==> src/rtl/fetch_pair_buffer.sv <==
// fetch_pair_buffer: sequential 64-bit pair fetch with in-order buffering, redirect flush and fault halt
module fetch_pair_buffer #(
    parameter int          DEPTH    = 4,
    parameter logic [31:0] RESET_PC = 32'h0000_0000
) (
    input  logic        clk_i,
    input  logic        rst_i,
    input  logic        branch_request_i,
    input  logic [31:0] branch_pc_i,
    input  logic        fetch_accept_i,
    output logic        fetch_valid_o,
    output logic [63:0] fetch_instr_o,
    output logic [31:0] fetch_pc_o,
    output logic        fetch_fault_o,
    output logic        mem_i_rd_o,
    output logic [31:0] mem_i_pc_o,
    input  logic        mem_i_accept_i,
    input  logic        mem_i_valid_i,
    input  logic        mem_i_error_i,
    input  logic [63:0] mem_i_inst_i
);
    localparam int CW = $clog2(DEPTH + 1);
    localparam int AW = $clog2(DEPTH);
    localparam logic [1:0] RUN = 2'd0, DROP = 2'd1, HALT = 2'd2;
    logic [1:0] state_q, state_n;
    logic [31:0] pc_q;
    logic skip_lo_q;
    logic [CW-1:0] count_q, out_q, drop_q, drop_n;
    logic [AW-1:0] rq_wr_q, rq_rd_q, dq_wr_q, dq_rd_q;
    logic [28:0] rq_pc [DEPTH];
    logic rq_skip [DEPTH];
    logic [63:0] dq_instr [DEPTH];
    logic [31:0] dq_pc [DEPTH];
    logic dq_err [DEPTH];
    logic issue, keep, push, pop;
    assign mem_i_rd_o = !rst_i && state_q == RUN && !branch_request_i &&
                        ({1'b0, count_q} + {1'b0, out_q} < (CW+1)'(DEPTH));
    assign mem_i_pc_o = pc_q;
    assign issue = mem_i_rd_o && mem_i_accept_i;
    assign keep = mem_i_valid_i && drop_q == '0;
    assign push = keep && state_q == RUN && !branch_request_i;
    assign pop = fetch_valid_o && fetch_accept_i && !branch_request_i;
    assign drop_n = out_q - CW'(mem_i_valid_i);
    assign fetch_valid_o = count_q != '0;
    assign fetch_instr_o = dq_instr[dq_rd_q];
    assign fetch_pc_o = dq_pc[dq_rd_q];
    assign fetch_fault_o = fetch_valid_o && dq_err[dq_rd_q];
    // A same-cycle response is discarded on redirect, so it is netted out of drop
    always_comb
        state_n = branch_request_i ? (drop_n != '0 ? DROP : RUN)
                : (state_q == DROP && mem_i_valid_i && drop_q == CW'(1)) ? RUN
                : (push && mem_i_error_i) ? HALT : state_q;
    always_ff @(posedge clk_i or posedge rst_i)
        if (rst_i) begin
            state_q <= RUN;
            pc_q <= RESET_PC;
            skip_lo_q <= 1'b0;
            count_q <= '0;
            out_q <= '0;
            drop_q <= '0;
            rq_wr_q <= '0;
            rq_rd_q <= '0;
            dq_wr_q <= '0;
            dq_rd_q <= '0;
        end else begin
            assert (!mem_i_valid_i || out_q != '0);
            state_q <= state_n;
            out_q <= out_q + CW'(issue) - CW'(mem_i_valid_i);
            if (branch_request_i) begin
                pc_q <= {branch_pc_i[31:3], 3'b000};
                skip_lo_q <= branch_pc_i[2];
                drop_q <= drop_n;
                count_q <= '0;
                rq_wr_q <= '0;
                rq_rd_q <= '0;
                dq_wr_q <= '0;
                dq_rd_q <= '0;
            end else begin
                if (issue) begin
                    pc_q <= pc_q + 32'd8;
                    skip_lo_q <= 1'b0;
                    rq_wr_q <= rq_wr_q + 1'b1;
                end
                if (mem_i_valid_i && drop_q != '0) drop_q <= drop_q - 1'b1;
                if (keep) rq_rd_q <= rq_rd_q + 1'b1;
                if (push) dq_wr_q <= dq_wr_q + 1'b1;
                if (pop) dq_rd_q <= dq_rd_q + 1'b1;
                count_q <= count_q + CW'(push) - CW'(pop);
            end
        end
    always_ff @(posedge clk_i or posedge rst_i)
        if (rst_i) begin
            for (int i = 0; i < DEPTH; i++) begin
                rq_pc[i] <= '0;
                rq_skip[i] <= 1'b0;
                dq_instr[i] <= '0;
                dq_pc[i] <= '0;
                dq_err[i] <= 1'b0;
            end
        end else begin
            if (issue) begin
                rq_pc[rq_wr_q] <= pc_q[31:3];
                rq_skip[rq_wr_q] <= skip_lo_q;
            end
            if (push) begin
                dq_instr[dq_wr_q] <= mem_i_inst_i;
                dq_pc[dq_wr_q] <= {rq_pc[rq_rd_q], rq_skip[rq_rd_q], 2'b00};
                dq_err[dq_wr_q] <= mem_i_error_i;
            end
        end
endmodule

==> config.mk <==
export PLATFORM = sky130hd
export DESIGN_NAME = fetch_pair_buffer
export DESIGN_NICKNAME = d
export VERILOG_FILES = /design/src/rtl/fetch_pair_buffer.sv
export SDC_FILE = /design/constraint.sdc
export NUM_CORES = 1
export LEC_CHECK = 0
export BUFFER_PORTS_ARGS = -buffer_cell sky130_fd_sc_hd__buf_2
export CAP_MARGIN = 20
export CELL_PAD_IN_SITES_DETAIL_PLACEMENT = 1
export CELL_PAD_IN_SITES_GLOBAL_PLACEMENT = 1
export CORE_MARGIN = 2
export CORE_UTILIZATION = 50
export CTS_BUF_LIST = sky130_fd_sc_hd__clkbuf_16
export DETAILED_ROUTE_END_ITERATION = 6
export HOLD_SLACK_MARGIN = 0.15
export PLACE_DENSITY_LB_ADDON = 0.1
export SLEW_MARGIN = 5
export SYNTH_ARGS = -nofsm -noshare
export SYNTH_HDL_FRONTEND = slang
export SYNTH_SLANG_ARGS = --single-unit
==> constraint.sdc <==
create_clock -name clk_i -period 51.8 [get_ports clk_i]
set_input_delay 10.36 -clock clk_i [delete_from_list [all_inputs] [get_ports clk_i]]
set_output_delay 10.36 -clock clk_i [all_outputs]
set_load 0.01 [all_outputs]
## After elaboration in Yosys (flattened, before gate mapping)

Index checks and enable logic that the tools add are counted.

- Output and inout port bits: 131
- Bits in read-only memories: 0
- Bits in writable memories: 0
- Flip-flop bits (word level): 560
- Bits in latches: 0
- Memories: 0

- Mux-type cells: 49
- Add/sub/neg operators: 12
- Shift operators: 0
- $mul: 0
- Div/mod/pow operators: 0
- Reduce and logical (&&, ||, !) cells: 29
- $lt $le $gt $ge: 7
- Eq/ne operators: 2
- Bitwise logic cells: 4

Operators with widths:

| cell | count |
|---|---|
| 256-bit bitwise mux | 1 |
| 64-bit 2-to-1 mux | 3 |
| 32-bit 2-to-1 mux | 5 |
| 64-bit binary-select mux with 2-bit select | 1 |
| 128-bit bitwise mux | 1 |
| 64-bit demux with 2-bit select | 1 |
| 116-bit bitwise mux | 1 |
| 29-bit 2-to-1 mux | 3 |
| 32-bit binary-select mux with 2-bit select | 1 |
| 32-bit demux with 2-bit select | 1 |
| 29-bit binary-select mux with 2-bit select | 1 |
| 29-bit demux with 2-bit select | 1 |
| 32-bit by 4-bit adder with 32-bit output (second input constant) | 1 |
| 2-bit 2-to-1 mux | 11 |
| 1-bit logical AND | 16 |
| 3-bit >= comparator (second input constant) | 4 |
| 2-bit NOT with 3-bit output | 4 |
| 3-bit nonzero test | 4 |
| 2-bit nonzero test | 5 |
| 1-bit 2-to-1 mux | 9 |
| 3-bit 2-to-1 mux | 3 |
| 3-bit by 1-bit subtractor with 3-bit output | 3 |
| 2-bit by 1-bit adder with 2-bit output (second input constant) | 4 |
| 4-bit bitwise mux | 2 |
| other kinds (12) | 17 |

## Longest topological paths before layout

- Depth in word-level cells: 8
- Depth in mapped cells: 13

## Worst setup path before layout

No wires, ideal clock.

- Kind: input port to output port
- Start: input rst_i
- End: output mem_i_rd_o
- Buffers on the path: 0
- Arrival: 10863 ps
- Stages on the path: 2
- Path slack: 30577 ps
- Path through: nor4_4 and3_1

- Word-level cells in the longest chain between the ends: 4

Ends and longest elaborated chain:

| what | RTL line | RTL |
|---|---|---|
| start: declaration | 7 | `input logic rst_i,` |
| 1-bit logical NOT (no line) | - |  |
| 1-bit logical AND (3 in series) | 36 | `assign mem_i_rd_o = !rst_i && state_q == RUN && !branch_request_i &&` |
| end: declaration | 15 | `output logic mem_i_rd_o,` |

No other way between the ends.

## Worst setup path after layout

- Start: input branch_request_i
- End: output mem_i_rd_o

- Word-level cells in the longest chain between the ends: 3

Ends and longest elaborated chain:

| what | RTL line | RTL |
|---|---|---|
| start: declaration | 8 | `input logic branch_request_i,` |
| 1-bit logical NOT | 36 |  |
| 1-bit logical AND (2 in series) | 36 |  |

No other way between the ends.

==> impl_metrics.json <==
{
  "finalInstanceArea_sq_mm": 0.0281,
  "yosys_warnings": 0,
  "replace_congestion": 0.762,
  "cp-end-kind": "output port",
  "drt-wirelength-per-cell_um": 23.1,
  "post_synth_main_area_contributors": "sky130_fd_sc_hd__dfrtp_1 (56%), sky130_fd_sc_hd__mux2_2 (21%), sky130_fd_sc_hd__mux4_2 (11%), sky130_fd_sc_hd__mux2_4 (1.5%), sky130_fd_sc_hd__buf_2 (1.3%)",
  "io_buffers": 226,
  "vias": 14200,
  "synth_largest_area_cell": "sky130_fd_sc_hd__dfrtp_1",
  "worstMarginPinSlew_ns": 1.08,
  "ff2ff_setup_slack_ns": 48.41,
  "cts_hold_repair.buffers": 0,
  "detailedPlacementHpwl_um": 33800,
  "cp_cell_sequence": "buf_2 -> buf_4 -> nor3_2 -> and3_1 -> buf_2",
  "cts.sink_count": 549,
  "final-instance-count-excl-fill": 2485,
  "p_per_area_mw_per_mm2": 44.2,
  "synthToLayoutAreaGrowth_pct": 14.4,
  "dominantRegCellSynth": "sky130_fd_sc_hd__dfrtp_1",
  "vdd.ir_drop.worst_uv": 25.4,
  "fin_total_pwr_mw": 1.24,
  "crit_path_slowest_cell": "sky130_fd_sc_hd__buf_4",
  "grt_remaining_overflow": 0,
  "post_route_cells_drive_above_1_share_pct": 51.7,
  "worst-endpoint-arrival_ns": 11.43,
  "maxClockFrequency_mhz": 45.9,
  "slew-limit-headroom_pct": 27.8,
  "power_switching_share_pct": 28.4,
  "grt_pass1_vias": 15600,
  "synth_seq_cells": 549,
  "synth_cells": 1577,
  "timing.rr.end": "out_q[2]",
  "setup-tns-final_ns": 0,
  "floorplan.rows": 81,
  "hold_viol_final": 0,
  "antenna_violating_nets_post_route": 0,
  "slowest_delay_ns": 0.55,
  "critical-path-top-cell-by-count": "sky130_fd_sc_hd__buf_2",
  "cts_tree": "built",
  "worstSetupStartpointType": "input port",
  "leakage_power_nw": 14.0,
  "holdCritStartpoint": "rq_pc[89]",
  "num-nets-final": 1899,
  "leading_cell_type_in_the_layout_fill_and_taps_excluded": "sky130_fd_sc_hd__dfrtp_1",
  "pin_count_of_the_biggest_net_entering_global_routing": 187,
  "tritoncts.num_buffers": 59,
  "postSynth.asyncResetShare_pct": 100,
  "status": "finished clean",
  "worst-setup-path-type": "in -> out",
  "final_cell_mix": "sky130_fd_sc_hd__dfrtp_1 (546), sky130_fd_sc_hd__mux2_2 (449), sky130_fd_sc_hd__buf_2 (226)",
  "numPlacedInstances": 2375,
  "final.setup.worst_slack_ns": 30.01,
  "power_switching_mw": 0.354,
  "setup_violations": 0,
  "syn_area_per_cell_sq_um": 15.6,
  "chipWidth_um": 226,
  "ys_seq_area_share_pct": 55.9,
  "placeable_area_sq_mm": 0.0487,
  "initialDrtViolationCount": 713,
  "finalCriticalPeriod_ns": 21.79,
  "post_cts_buffers": 0,
  "max_cap_viol_count": 0,
  "grt_util_all_layers_pct": 23.2,
  "r2r_cells": 12,
  "total_die_area_sq_mm": 0.0509,
  "drv_slew": 0,
  "clockRootBuffer": "sky130_fd_sc_hd__clkbuf_16",
  "number_of_antenna_violations_at_the_first_check_in_global_routing": 4,
  "clk_pin_slew_worst_paths_ns": 0.06,
  "r2r-start": "out_q[2]",
  "cts-htree-levels": 2,
  "insertion_delay_ns": 0.61,
  "combinational_share_of_power_pct": 23.3,
  "wp_data_required_ns": 41.44,
  "share_seq_of_total_power_pct": 43.1,
  "antenna-diode-count": 0,
  "routed_wl_um": 57500,
  "synth_enable_flop_cells": 0,
  "clock_skew_ns": 0.0156,
  "grt_setup_unrepaired": "no",
  "dp_slack_ns": 29.99,
  "die_height_um": 226,
  "dr.pass1.iters": 5,
  "cell_internal_pwr_mw": 0.890,
  "synthesis.area_sq_mm": 0.0246,
  "viasPerCell": 5.70,
  "clkPwrFrac_pct": 33.6,
  "top_cell_type_s_share_of_synthesized_area_pct": 55.9,
  "grt_pass1_wl_um": 90900,
  "post_cts_sizing": 0,
  "ios": 234,
  "sink_of_the_worst_hold_path": "rq_pc[89]",
  "hp-class": "reg -> reg",
  "instance_area_after_placement_sq_mm": 0.0262,
  "cts.path.max_buffers": 3,
  "crit_fanout": 63,
  "initial_core_util_pct": 50.4,
  "residual_drc_count": 0,
  "layout_worst_path_cycle_share_pct": 42.1,
  "hold_path_depth": 2,
  "synth_cell_types": 51
}
==> cell usage after synthesis, types with 9 or more instances <==
master,count
sky130_fd_sc_hd__o211ai_1,9
sky130_fd_sc_hd__nor2_1,27
sky130_fd_sc_hd__nand4_1,13
sky130_fd_sc_hd__a21oi_1,11
sky130_fd_sc_hd__nand3_1,18
sky130_fd_sc_hd__nor2b_1,9
sky130_fd_sc_hd__mux4_2,125
sky130_fd_sc_hd__buf_2,66
sky130_fd_sc_hd__inv_1,20
sky130_fd_sc_hd__nand2_1,59
sky130_fd_sc_hd__clkbuf_1,25
sky130_fd_sc_hd__dfrtp_1,549
sky130_fd_sc_hd__ha_1,20
sky130_fd_sc_hd__buf_4,10
sky130_fd_sc_hd__o21ai_0,38
sky130_fd_sc_hd__mux2_4,24
sky130_fd_sc_hd__mux2_1,16
sky130_fd_sc_hd__mux2_2,449
==> per-stage QoR <==
step,hold WS [ns],util [%]
floorplan,0.445,-
global placement,0.457,53.6
detailed placement,0.470,53.6
CTS,0.483,57.6
global route,0.506,57.7
finish,0.482,57.7
==> flip-flops by register name, indices dropped and copies added, names as in the netlist, 3 cells and up <==
name        cells
dq_instr      256
dq_pc         120
rq_pc         116
mem_i_pc_o     29
dq_err          4
rq_skip         4
count_q         3
drop_q          3
out_q           3
==> kinds of logic after synthesis <==
group	share of synthesized area, %
fa+ha+maj	1.18
simple gates	3.49
buf+inv	2.67
xor+xnor	0.428
mux	34.3
compound gates	2.01
other cells	0.0153
flops	55.9
==> layer usage <==
| layer | global-route usage [%] | up-vias | part of all wire, % |
|---|---|---|---|
| met3 | 4.57 | 82 | 4.7 |
| met2 | 38.6 | 247 | 49 |
| met4 | 5.83 | 8 | 1.7 |
| li1 | - | 6222 | - |
| met1 | 31.5 | 7604 | 44 |
| met5 | 0 | - | 0.077 |
==> critical path: cells and delay by family <==
family,cells,cell delay [ns]
buf+inv,3,0.76
simple gates,2,0.28
==> power by group through the flow <==
stage               clock, mW  sequential [mW]  combinational [mW]
finish                  0.418            0.536               0.290
global route            0.445            0.546               0.317
CTS                     0.429            0.537               0.296
detailed placement          0            0.544               0.294
global placement            0            0.539               0.286
floorplan                   0            0.522               0.211
==> how the worst max path moves through the flow <==
stage | cells after the start | slack, ns | end | from
floorplan | 1 | 26.09 | count_q[0] | rst_i
global placement | 5 | 30.00 | mem_i_rd_o | branch_request_i
detailed placement | 5 | 29.99 | mem_i_rd_o | branch_request_i
CTS | 5 | 29.98 | mem_i_rd_o | branch_request_i
global route | 5 | 29.93 | mem_i_rd_o | branch_request_i
finish | 5 | 30.01 | mem_i_rd_o | branch_request_i
==> cell type report <==
cell class | instances | area, sq um
clock buffer | 61 | 1530
clock inverter | 47 | 380
fill | 4598 | 20600
inverter | 21 | 86.3
multi-input combinational | 898 | 10200
sequential | 549 | 13700
tap | 664 | 831
timing repair buffer | 245 | 1330
No activity file was read; power rests on OpenSTA's default activity.
